===== src/rtl/alu_share_arbiter_if.sv =====
// Bundle of request, response, ALU-side and status signals for alu_share_arbiter.
// The slave modport is the arbiter; the master modport is the requesters plus the ALU.
interface alu_share_arbiter_if #(
  parameter int N = 32
);
  // Handshakes: a transfer happens on a rising edge where valid and ready are both high;
  // a requester holds valid and payload stable until it sees ready, the arbiter holds
  // rspX_valid and response data stable until it sees the matching rspX_ready.
  logic         req0_valid;
  logic         req0_ready;
  logic [N-1:0] req0_a;
  logic [N-1:0] req0_b;
  logic [2:0]   req0_op;
  logic [4:0]   req0_shamt;
  logic [1:0]   req0_shtype;
  logic         req0_setf;

  logic         req1_valid;
  logic         req1_ready;
  logic [N-1:0] req1_a;
  logic [N-1:0] req1_b;
  logic [2:0]   req1_op;
  logic [4:0]   req1_shamt;
  logic [1:0]   req1_shtype;
  logic         req1_setf;

  logic         rsp0_valid;
  logic         rsp0_ready;
  logic         rsp1_valid;
  logic         rsp1_ready;
  logic [N-1:0] rsp_result;
  logic [3:0]   rsp_flags;
  logic         rsp_err;

  logic [N-1:0] alu_a;
  logic [N-1:0] alu_b;
  logic [2:0]   alu_control;
  logic [4:0]   alu_shamt;
  logic [1:0]   alu_shtype;
  logic [N-1:0] alu_result;
  logic [3:0]   alu_flags;

  logic [3:0]   status_nzcv;
  logic         busy;
  logic [1:0]   state_dbg;

  modport slave (
    input  req0_valid, req0_a, req0_b, req0_op, req0_shamt, req0_shtype, req0_setf,
    input  req1_valid, req1_a, req1_b, req1_op, req1_shamt, req1_shtype, req1_setf,
    input  rsp0_ready, rsp1_ready, alu_result, alu_flags,
    output req0_ready, req1_ready, rsp0_valid, rsp1_valid, rsp_result, rsp_flags, rsp_err,
    output alu_a, alu_b, alu_control, alu_shamt, alu_shtype, status_nzcv, busy, state_dbg
  );

  modport master (
    output req0_valid, req0_a, req0_b, req0_op, req0_shamt, req0_shtype, req0_setf,
    output req1_valid, req1_a, req1_b, req1_op, req1_shamt, req1_shtype, req1_setf,
    output rsp0_ready, rsp1_ready, alu_result, alu_flags,
    input  req0_ready, req1_ready, rsp0_valid, rsp1_valid, rsp_result, rsp_flags, rsp_err,
    input  alu_a, alu_b, alu_control, alu_shamt, alu_shtype, status_nzcv, busy, state_dbg
  );
endinterface


===== src/rtl/alu_share_arbiter.sv =====
// Round-robin time-sharing of one combinational ALU between the execute stage (0)
// and the debug port (1), with a registered NZCV status register updated on request.
module alu_share_arbiter #(
  parameter int N = 32
) (
  input  logic              clk,
  input  logic              rst_n,
  alu_share_arbiter_if.slave bus
);

  typedef enum logic [1:0] {
    S_IDLE = 2'd0,
    S_EXEC = 2'd1,
    S_RESP = 2'd2
  } state_t;

  state_t       r_state;
  state_t       w_next;

  logic         r_ptr;
  logic         r_gnt;
  logic [N-1:0] r_a;
  logic [N-1:0] r_b;
  logic [2:0]   r_op;
  logic [4:0]   r_shamt;
  logic [1:0]   r_shtype;
  logic         r_setf;
  logic [N-1:0] r_result;
  logic [3:0]   r_flags;
  logic         r_err;
  logic [3:0]   r_nzcv;

  logic         w_gnt1;
  logic         w_accept;
  logic         w_rsp_hs;
  logic         w_ready0;
  logic         w_ready1;
  logic         w_rsp0_valid;
  logic         w_rsp1_valid;
  logic         w_op_ok;

  assign w_op_ok = (r_op <= 3'b100);

  always_ff @(posedge clk or negedge rst_n) begin
    if (!rst_n) begin
      r_state <= S_IDLE;
    end else begin
      r_state <= w_next;
    end
  end

  // Grant is only meaningful in IDLE; the pointer breaks ties when both requesters are valid.
  always_comb begin
    w_next       = r_state;
    w_gnt1       = 1'b0;
    w_accept     = 1'b0;
    w_rsp_hs     = 1'b0;
    w_ready0     = 1'b0;
    w_ready1     = 1'b0;
    w_rsp0_valid = 1'b0;
    w_rsp1_valid = 1'b0;
    case (r_state)
      S_IDLE: begin
        w_gnt1   = bus.req1_valid && (!bus.req0_valid || r_ptr);
        w_accept = bus.req0_valid || bus.req1_valid;
        w_ready0 = bus.req0_valid && !w_gnt1;
        w_ready1 = w_gnt1;
        if (w_accept) w_next = S_EXEC;
      end
      S_EXEC: begin
        w_next = S_RESP;
      end
      S_RESP: begin
        w_rsp0_valid = !r_gnt;
        w_rsp1_valid = r_gnt;
        w_rsp_hs     = r_gnt ? bus.rsp1_ready : bus.rsp0_ready;
        if (w_rsp_hs) w_next = S_IDLE;
      end
      default: begin
        w_next = S_IDLE;
      end
    endcase
  end

  always_ff @(posedge clk or negedge rst_n) begin
    if (!rst_n) begin
      r_ptr    <= 1'b0;
      r_gnt    <= 1'b0;
      r_a      <= '0;
      r_b      <= '0;
      r_op     <= 3'b000;
      r_shamt  <= 5'd0;
      r_shtype <= 2'd0;
      r_setf   <= 1'b0;
      r_result <= '0;
      r_flags  <= 4'b0000;
      r_err    <= 1'b0;
      r_nzcv   <= 4'b0000;
    end else begin
      if (w_accept) begin
        r_gnt    <= w_gnt1;
        r_a      <= w_gnt1 ? bus.req1_a      : bus.req0_a;
        r_b      <= w_gnt1 ? bus.req1_b      : bus.req0_b;
        r_op     <= w_gnt1 ? bus.req1_op     : bus.req0_op;
        r_shamt  <= w_gnt1 ? bus.req1_shamt  : bus.req0_shamt;
        r_shtype <= w_gnt1 ? bus.req1_shtype : bus.req0_shtype;
        r_setf   <= w_gnt1 ? bus.req1_setf   : bus.req0_setf;
      end
      // Illegal ops report a zero result with only Z set and never touch NZCV.
      if (r_state == S_EXEC) begin
        r_err    <= !w_op_ok;
        r_result <= w_op_ok ? bus.alu_result : '0;
        r_flags  <= w_op_ok ? bus.alu_flags : 4'b0100;
        if (w_op_ok && r_setf) r_nzcv <= bus.alu_flags;
      end
      if (w_rsp_hs) r_ptr <= ~r_gnt;
    end
  end

  assign bus.req0_ready  = w_ready0;
  assign bus.req1_ready  = w_ready1;
  assign bus.rsp0_valid  = w_rsp0_valid;
  assign bus.rsp1_valid  = w_rsp1_valid;
  assign bus.rsp_result  = r_result;
  assign bus.rsp_flags   = r_flags;
  assign bus.rsp_err     = r_err;
  assign bus.alu_a       = r_a;
  assign bus.alu_b       = r_b;
  assign bus.alu_control = r_op;
  assign bus.alu_shamt   = r_shamt;
  assign bus.alu_shtype  = r_shtype;
  assign bus.status_nzcv = r_nzcv;
  assign bus.busy        = (r_state != S_IDLE);
  assign bus.state_dbg   = r_state;

endmodule


===== src/flat_wrapper.sv =====
// flat-port wrapper written by rule: the top's interface ports become plain ports
module alu_share_arbiter_flat 
#(
  parameter int N = 32
)
  (clk, rst_n, bus_req0_valid, bus_req0_a, bus_req0_b, bus_req0_op, bus_req0_shamt, bus_req0_shtype, bus_req0_setf, bus_req1_valid, bus_req1_a, bus_req1_b, bus_req1_op, bus_req1_shamt, bus_req1_shtype, bus_req1_setf, bus_rsp0_ready, bus_rsp1_ready, bus_alu_result, bus_alu_flags, bus_req0_ready, bus_req1_ready, bus_rsp0_valid, bus_rsp1_valid, bus_rsp_result, bus_rsp_flags, bus_rsp_err, bus_alu_a, bus_alu_b, bus_alu_control, bus_alu_shamt, bus_alu_shtype, bus_status_nzcv, bus_busy, bus_state_dbg);
  alu_share_arbiter_if #(.N(N)) bus_i ();
  input  logic clk;
  input  logic rst_n;
  input wire logic [$bits(bus_i.req0_valid)-1:0] bus_req0_valid;
  input wire logic [$bits(bus_i.req0_a)-1:0] bus_req0_a;
  input wire logic [$bits(bus_i.req0_b)-1:0] bus_req0_b;
  input wire logic [$bits(bus_i.req0_op)-1:0] bus_req0_op;
  input wire logic [$bits(bus_i.req0_shamt)-1:0] bus_req0_shamt;
  input wire logic [$bits(bus_i.req0_shtype)-1:0] bus_req0_shtype;
  input wire logic [$bits(bus_i.req0_setf)-1:0] bus_req0_setf;
  input wire logic [$bits(bus_i.req1_valid)-1:0] bus_req1_valid;
  input wire logic [$bits(bus_i.req1_a)-1:0] bus_req1_a;
  input wire logic [$bits(bus_i.req1_b)-1:0] bus_req1_b;
  input wire logic [$bits(bus_i.req1_op)-1:0] bus_req1_op;
  input wire logic [$bits(bus_i.req1_shamt)-1:0] bus_req1_shamt;
  input wire logic [$bits(bus_i.req1_shtype)-1:0] bus_req1_shtype;
  input wire logic [$bits(bus_i.req1_setf)-1:0] bus_req1_setf;
  input wire logic [$bits(bus_i.rsp0_ready)-1:0] bus_rsp0_ready;
  input wire logic [$bits(bus_i.rsp1_ready)-1:0] bus_rsp1_ready;
  input wire logic [$bits(bus_i.alu_result)-1:0] bus_alu_result;
  input wire logic [$bits(bus_i.alu_flags)-1:0] bus_alu_flags;
  output wire logic [$bits(bus_i.req0_ready)-1:0] bus_req0_ready;
  output wire logic [$bits(bus_i.req1_ready)-1:0] bus_req1_ready;
  output wire logic [$bits(bus_i.rsp0_valid)-1:0] bus_rsp0_valid;
  output wire logic [$bits(bus_i.rsp1_valid)-1:0] bus_rsp1_valid;
  output wire logic [$bits(bus_i.rsp_result)-1:0] bus_rsp_result;
  output wire logic [$bits(bus_i.rsp_flags)-1:0] bus_rsp_flags;
  output wire logic [$bits(bus_i.rsp_err)-1:0] bus_rsp_err;
  output wire logic [$bits(bus_i.alu_a)-1:0] bus_alu_a;
  output wire logic [$bits(bus_i.alu_b)-1:0] bus_alu_b;
  output wire logic [$bits(bus_i.alu_control)-1:0] bus_alu_control;
  output wire logic [$bits(bus_i.alu_shamt)-1:0] bus_alu_shamt;
  output wire logic [$bits(bus_i.alu_shtype)-1:0] bus_alu_shtype;
  output wire logic [$bits(bus_i.status_nzcv)-1:0] bus_status_nzcv;
  output wire logic [$bits(bus_i.busy)-1:0] bus_busy;
  output wire logic [$bits(bus_i.state_dbg)-1:0] bus_state_dbg;
  assign bus_i.req0_valid = bus_req0_valid;
  assign bus_i.req0_a = bus_req0_a;
  assign bus_i.req0_b = bus_req0_b;
  assign bus_i.req0_op = bus_req0_op;
  assign bus_i.req0_shamt = bus_req0_shamt;
  assign bus_i.req0_shtype = bus_req0_shtype;
  assign bus_i.req0_setf = bus_req0_setf;
  assign bus_i.req1_valid = bus_req1_valid;
  assign bus_i.req1_a = bus_req1_a;
  assign bus_i.req1_b = bus_req1_b;
  assign bus_i.req1_op = bus_req1_op;
  assign bus_i.req1_shamt = bus_req1_shamt;
  assign bus_i.req1_shtype = bus_req1_shtype;
  assign bus_i.req1_setf = bus_req1_setf;
  assign bus_i.rsp0_ready = bus_rsp0_ready;
  assign bus_i.rsp1_ready = bus_rsp1_ready;
  assign bus_i.alu_result = bus_alu_result;
  assign bus_i.alu_flags = bus_alu_flags;
  assign bus_req0_ready = bus_i.req0_ready;
  assign bus_req1_ready = bus_i.req1_ready;
  assign bus_rsp0_valid = bus_i.rsp0_valid;
  assign bus_rsp1_valid = bus_i.rsp1_valid;
  assign bus_rsp_result = bus_i.rsp_result;
  assign bus_rsp_flags = bus_i.rsp_flags;
  assign bus_rsp_err = bus_i.rsp_err;
  assign bus_alu_a = bus_i.alu_a;
  assign bus_alu_b = bus_i.alu_b;
  assign bus_alu_control = bus_i.alu_control;
  assign bus_alu_shamt = bus_i.alu_shamt;
  assign bus_alu_shtype = bus_i.alu_shtype;
  assign bus_status_nzcv = bus_i.status_nzcv;
  assign bus_busy = bus_i.busy;
  assign bus_state_dbg = bus_i.state_dbg;
  alu_share_arbiter #(.N(N)) u_core (.clk(clk), .rst_n(rst_n), .bus(bus_i));
endmodule

===== config.mk =====
export PLATFORM = sky130hd
export DESIGN_NAME = alu_share_arbiter_flat
export DESIGN_NICKNAME = d
export VERILOG_FILES = /design/src/rtl/alu_share_arbiter_if.sv /design/src/rtl/alu_share_arbiter.sv /design/src/flat_wrapper.sv
export SDC_FILE = /design/constraint.sdc
export NUM_CORES = 1
export LEC_CHECK = 0
export CAP_MARGIN = 20
export CORE_ASPECT_RATIO = 0.8
export CORE_UTILIZATION = 39
export DETAILED_ROUTE_END_ITERATION = 10
export PLACE_DENSITY = 0.81
export SETUP_SLACK_MARGIN = 0.5
export SLEW_MARGIN = 20
export SYNTH_ARGS = -nofsm -noshare
export SYNTH_HDL_FRONTEND = slang
export SYNTH_SLANG_ARGS = --single-unit
export TNS_END_PERCENT = 50

===== constraint.sdc =====
create_clock -name clk -period 1.8 [get_ports clk]
set_input_delay 0.18 -clock clk [delete_from_list [all_inputs] [get_ports clk]]
set_output_delay 0.18 -clock clk [all_outputs]
set_load 0.02 [all_outputs]

==> flow_summary.toml, run 1 <==
[outcome]
outcome = "complete, no violations"

[timing]
finalHoldViolCount = 0
skew_ps = 6.23
fin_tns_setup_ps = 0
drv_slew = 0
rsz0062_at_grt = "yes"
min_period_over_period_pct = 93.1
worst_slew_pin_slew_ps = 699
max_freq_mhz = 597
finalCriticalPeriod_ps = 1670
max-slew-margin-rel_pct = 53.4
setup_viol = 0
fin_ws_ps = 125

[min_path]
hold_path_class = "in2reg"

[synth]
syn_nets = 685
synthCells = 493
synth.top_cell.area_share_pct = 52.4
syn_area_um2 = 5730
seq_area_frac_synth_pct = 52.4
ys_ff_latch = 120
synth_cell_types = 25
synth_top_cells_by_area = "dfrtp_1, a32oi_1, o2bb2ai_1"
yosys_warnings = 0
syn_area_per_cell_um2 = 11.6
synth_top_area_cell = "dfrtp_1"

[route]
wl_mm = 28.4
wl_per_cell_um = 27.6
vias = 6664
drt_iter0_drc = 589
dr.pass1.iters = 7
drc = 0
via_per_inst = 6.49
detail-route-antenna-nets = 0

[final_layout]
antenna_cells = 0
layout.nets = 1023
area_delta_synth_final_pct = 99.0
drive_gt1_share_pct = 27.5

[floorplan]
rows = 39
die_h_um = 110
start_util_pct = 40.0
chipWidth_um = 137
dieArea_um2 = 15200
core_area_um2 = 14300
ios = 314

[critical_path]
crit_end = "u_core.bus.alu_b[12]"
cp-end-kind = "flop"
reg2reg_from = "u_core.bus.state_dbg[1]"
cp-startpoint = "u_core.bus.state_dbg[1]"
cp.required_ps = 2110
r2r_cells = 9
crit_type = "reg2reg"
arrival_ps = 1980
regToRegSetupSlack_ps = 130
cp_max_fo = 6
cp-start-kind = "flop"
worst_r2r_endpoint = "u_core.bus.alu_b[12]"

[clock_network]
cts_max_level = 4
cts_sinks = 120
clk_path_buf_depth = 2
clk_pin_slew_ps = 60
clock_latency_ps = 430
cts_tree = "yes"
cts_buffers = 17
cts-root-buf = "clkbuf_16"

[place]
place_ws_ps = -106
port_buffers = 313
place.gp.congestion = 0.820
hpwlAfterDp_mm = 13.9

[power]
p_leak_nw = 4.63
p_per_area_nw_per_um2 = 2030
peakVddDrop_mv = 1.18

[grt]
grt_first_pass_wirelength_mm = 38.3
track_usage_pct = 35.1
grt_max_degree = 76
antenna_found_initial = 1
grt_pass1_vias = 6529
grt-ovfl-total = 0

[run]
drv_cap = 0
cell usage after synthesis, drive strengths merged:
| cell type | instances |
|---|---|
| nand3 | 1 |
| a22o | 35 |
| a32oi | 75 |
| dfrtp | 120 |
| a21oi | 3 |
| nand2 | 2 |
| clkbuf | 28 |
| nand2b | 3 |
| mux2 | 4 |
| nor2 | 5 |
| buf | 49 |
| a211oi | 1 |
| inv | 5 |
| o21ai | 5 |
| o2bb2ai | 75 |
| a31oi | 76 |
| and3 | 2 |
| or2 | 1 |
| and2 | 2 |
| nor2b | 1 |
where the power goes:
group | leakage, nW | total, W | internal (W) | switching, W
Sequential | 1.48 | 0.00506 | 0.00401 | 0.00105
Clock | 0.307 | 0.00367 | 0.00241 | 0.00125
Combinational | 2.85 | 0.0144 | 0.00739 | 0.00700
worst max-delay path: stages (launching register included):
cell       delay (ps)
dfrtp_2           410
buf_12            130
nor2_8             50
buf_8             140
buf_8             130
buf_12            130
buf_12            120
clkbuf_16         150
a31oi_1           210
o2bb2ai_2          80
cells in the final DEF, fill, tap and decap left out, types with 15 or more instances in the layout:
cell,synthesis,layout
a22o_1,35,35
a31oi_1,76,73
a32oi_1,75,69
buf_12,0,20
buf_16,0,24
buf_4,4,22
clkbuf_16,0,20
clkdlybuf4s15_2,0,34
clkdlybuf4s50_1,0,251
dfrtp_1,120,118
dlymetal6s2s_1,0,15
o2bb2ai_1,75,30
o2bb2ai_2,0,35
metal layers:
layer | vias to the layer above | routed length, um | part of all wire [%] | track usage, %
li1 | 2748 | - | - | -
met1 | 3313 | 11000 | 39 | 43.1
met2 | 508 | 13500 | 47 | 58.1
met3 | 93 | 2850 | 10 | 9.83
met4 | 2 | 1050 | 3.7 | 14.5
met5 | - | 10 | 0.035 | 0
sequential cells by signal (all words and copies together), names as in the netlist, 2 cells and up:
register / count
u_core.bus.state_dbg: 2
u_core.bus.rsp_flags: 4
u_core.bus.alu_a: 32
u_core.bus.alu_shtype: 2
u_core.bus.alu_b: 32
u_core.bus.status_nzcv: 4
u_core.bus.alu_shamt: 5
u_core.bus.rsp_result: 32
u_core.bus.alu_control: 3
cell families after synthesis:
kind of cell | share of synthesized area, %
DFF | 52.4
muxes | 0.787
and+or+nand+nor | 1.86
AOI/OAI and AO/OA | 37.7
buffers and inverters | 7.26
how the worst min path moves through the flow:
| stage | end | start | depth (start not counted) | slack, ps |
|---|---|---|---|---|
| 2_1_floorplan | u_core.bus.alu_a[0] | rst_n | 0 | -120 |
| 3_3_place_gp | u_core.bus.rsp_result[13] | rst_n | 1 | 140 |
| 3_5_place_dp | u_core.bus.rsp_result[19] | rst_n | 1 | 140 |
| 4_1_cts | u_core.r_gnt | bus_req0_valid | 3 | 140 |
| 5_1_grt | u_core.r_gnt | bus_req0_valid | 3 | 190 |
| 6_report | u_core.r_gnt | bus_req0_valid | 3 | 180 |
stage by stage:
step | power [W] | utilization [%] | instance area [um2] | instances | hold slack, ps
global placement | 0.0137 | 62.3 | 8910 | 929 | 138
CTS | 0.0215 | 75.8 | 10800 | 1009 | 145
finish | 0.0231 | 79.7 | 11400 | 1027 | 182
detailed placement | 0.0140 | 62.3 | 8910 | 929 | 142
global route | 0.0238 | 79.7 | 11400 | 1027 | 187
floorplan | 0.0101 | - | 5820 | 493 | -116
timing repair:
item / CTS / global route
hold buffers: 1 / 0
gates cloned: 24 / 9
hold endpoints to repair: 27 / 0
resized for setup: 230 / 64
setup endpoints to repair: 239 / 212
pin swaps: 36 / 20
setup buffers: 24 / 9
area by class of cell:
type | instances | area, um2
Fill cell | 778 | 2900
Tap cell | 184 | 230
Clock inverter | 8 | 144
Clock buffer | 23 | 478
Sequential cell | 120 | 3010
Timing Repair Buffer | 390 | 4600
Multi-Input combinational cell | 297 | 2920
Inverter | 5 | 18.8
No activity file was read; power rests on OpenSTA's default activity.
==> run 2: changes to the inputs <==
- clock period: 1.8 -> 1.85 ns (I/O delays scaled with it)
==> run 2 against run 1 <==
Combinational power is 8% lower. Register-to-register slack better by 110 ps. Sequential power is 5.1% lower. Die area stayed put. Worst hold slack better by 60 ps. Critical path depth is 8 lower. Cell area is 4.0% lower. Count of clock-buffer cells in the layout is 2 lower. Wire length is 5.5% lower. Via count is 0.57% lower.
==> flow_summary.toml, run 2 (same netlist as run 1, synthesis figures left out) <==
[outcome]
outcome = "complete, no violations"

[grt]
antenna_found_initial = 0
grt_first_pass_wirelength_mm = 36.7
track_usage_pct = 32.8
grt_max_degree = 76
grt_pass1_vias = 6545
grt-ovfl-total = 0

[final_layout]
utilization_pct = 76.5
antenna_cells = 0
mostFrequentLayoutCells = "clkdlybuf4s50_1, dfrtp_1, o2bb2ai_1"
area_delta_synth_final_pct = 91.1
layout.nets = 1026
layout_commonest_cell = "clkdlybuf4s50_1"
fillCellCount = 864
final_cell_area_um2 = 10900
drive_gt1_share_pct = 17.5
finalNonFillerCells = 1029

[min_path]
hold_path_class = "in2reg"
hold_start = "bus_req0_valid"

[route]
detail-route-antenna-nets = 0
dr.pass1.iters = 5
wl_per_cell_um = 26.1
via_per_inst = 6.44
vias = 6626
drc = 0
wl_mm = 26.8
drt_iter0_drc = 545

[place]
port_buffers = 313
place.gp.congestion = 0.854
placed_cells = 930
hpwlAfterDp_mm = 13.9
dpl-instance-area_um2 = 8920

[power]
peakVddDrop_mv = 1.09
seqPwrFrac_pct = 22.4
p_leak_nw = 4.71
internal_power_w = 0.0130
clkPwrFrac_pct = 16.0
p_per_area_nw_per_um2 = 1950
power.switching_w = 0.00838
switching_share_pct = 39.2
power_frac_comb_pct = 61.6

[clock_network]
cts_max_level = 4
cts_tree = "yes"
cts-root-buf = "clkbuf_16"
clk_pin_slew_ps = 60
clock_latency_ps = 410
clk_path_buf_depth = 2
cts_buffers = 17
cts_sinks = 120

[floorplan]
start_util_pct = 40.0
chipWidth_um = 137
rows = 39
ios = 314
dieArea_um2 = 15200
core_area_um2 = 14300
die_h_um = 110

[critical_path]
crit_type = "reg2out"
arrival_ps = 1450
cp-startpoint = "u_core.bus.rsp_result[27]"
path_cells = "clkdlybuf4s50_1"
cp_max_fo = 2
slowest_stage = "clkdlybuf4s50_1"
cp-start-kind = "flop"
critical_path_buf_inv_count = 1
cp.required_ps = 1660
cp-end-kind = "output pin"
critPathMaxStageDelay_ps = 630
cp_top_family = "buffers and inverters"
reg2reg_from = "u_core.bus.state_dbg[0]"

[timing]
worst_slew_pin_slew_ps = 714
max-slew-margin-rel_pct = 52.4
finalCriticalPeriod_ps = 1630
max_freq_mhz = 613
drv_slew = 0
min_period_over_period_pct = 88.2
fin_tns_setup_ps = 0
timing.hold.ws_ps = 242
finalHoldViolCount = 0
rsz0062_at_grt = "yes"
setup_viol = 0
skew_ps = 10.4

[run]
drv_cap = 0
-- run 2: worst paths after layout --
kind	end	slack [ps]	cells past startpoint
hold reg to reg	u_core.bus.alu_shamt[1]	490	1
hold / removal	u_core.r_gnt	240	3
setup / recovery	bus_rsp_result[27]	220	1
max in group asynchronous	u_core.bus.state_dbg[0]	810	3
setup reg to reg	u_core.bus.alu_shamt[2]	240	6
min in group asynchronous	u_core.bus.alu_a[15]	280	2
-- run 2: area by class of cell --
| type | instances | area [um2] | area share, % |
|---|---|---|---|
| Multi-Input combinational cell | 296 | 2500 | 22.8 |
| Tap cell | 184 | 230 | 2.10 |
| Inverter | 5 | 18.8 | 0.172 |
| Timing Repair Buffer | 394 | 4600 | 42.0 |
| Sequential cell | 120 | 3010 | 27.5 |
| Clock inverter | 9 | 151 | 1.38 |
| Clock buffer | 21 | 440 | 4.03 |
-- run 2: power by group through the flow --
stage | clock (W) | combinational, W | sequential [W]
after floorplan | 0 | 0.00380 | 0.00605
after global placement | 0 | 0.00866 | 0.00473
after detailed placement | 0 | 0.00889 | 0.00476
after CTS | 0.00344 | 0.0121 | 0.00471
after global routing | 0.00356 | 0.0136 | 0.00490
final | 0.00341 | 0.0132 | 0.00480
-- run 2: per-stage QoR --
step | setup WS, ps | power (W)
floorplan | 451 | 0.00985
global placement | 87.3 | 0.0134
detailed placement | 23.9 | 0.0136
CTS | 223 | 0.0203
global route | 179 | 0.0221
finish | 217 | 0.0214
-- run 2: routing by layer --
| layer | GRT usage [%] | up-vias | share of wire [%] |
|---|---|---|---|
| li1 | - | 2754 | - |
| met1 | 40.9 | 3284 | 39 |
| met2 | 51.9 | 502 | 47 |
| met3 | 9.79 | 86 | 11 |
| met4 | 16.7 | 0 | 3.5 |
| met5 | 0 | - | 0 |
-- run 2: what timing repair did --
action                                 CTS  global route
endpoints found under the hold margin   28             0
setup buffers                           28             6
gates resized for setup                134            51
hold buffers                             1             0
setup endpoints to repair              239           226
gates cloned                            22            12
pin swaps                               27            43
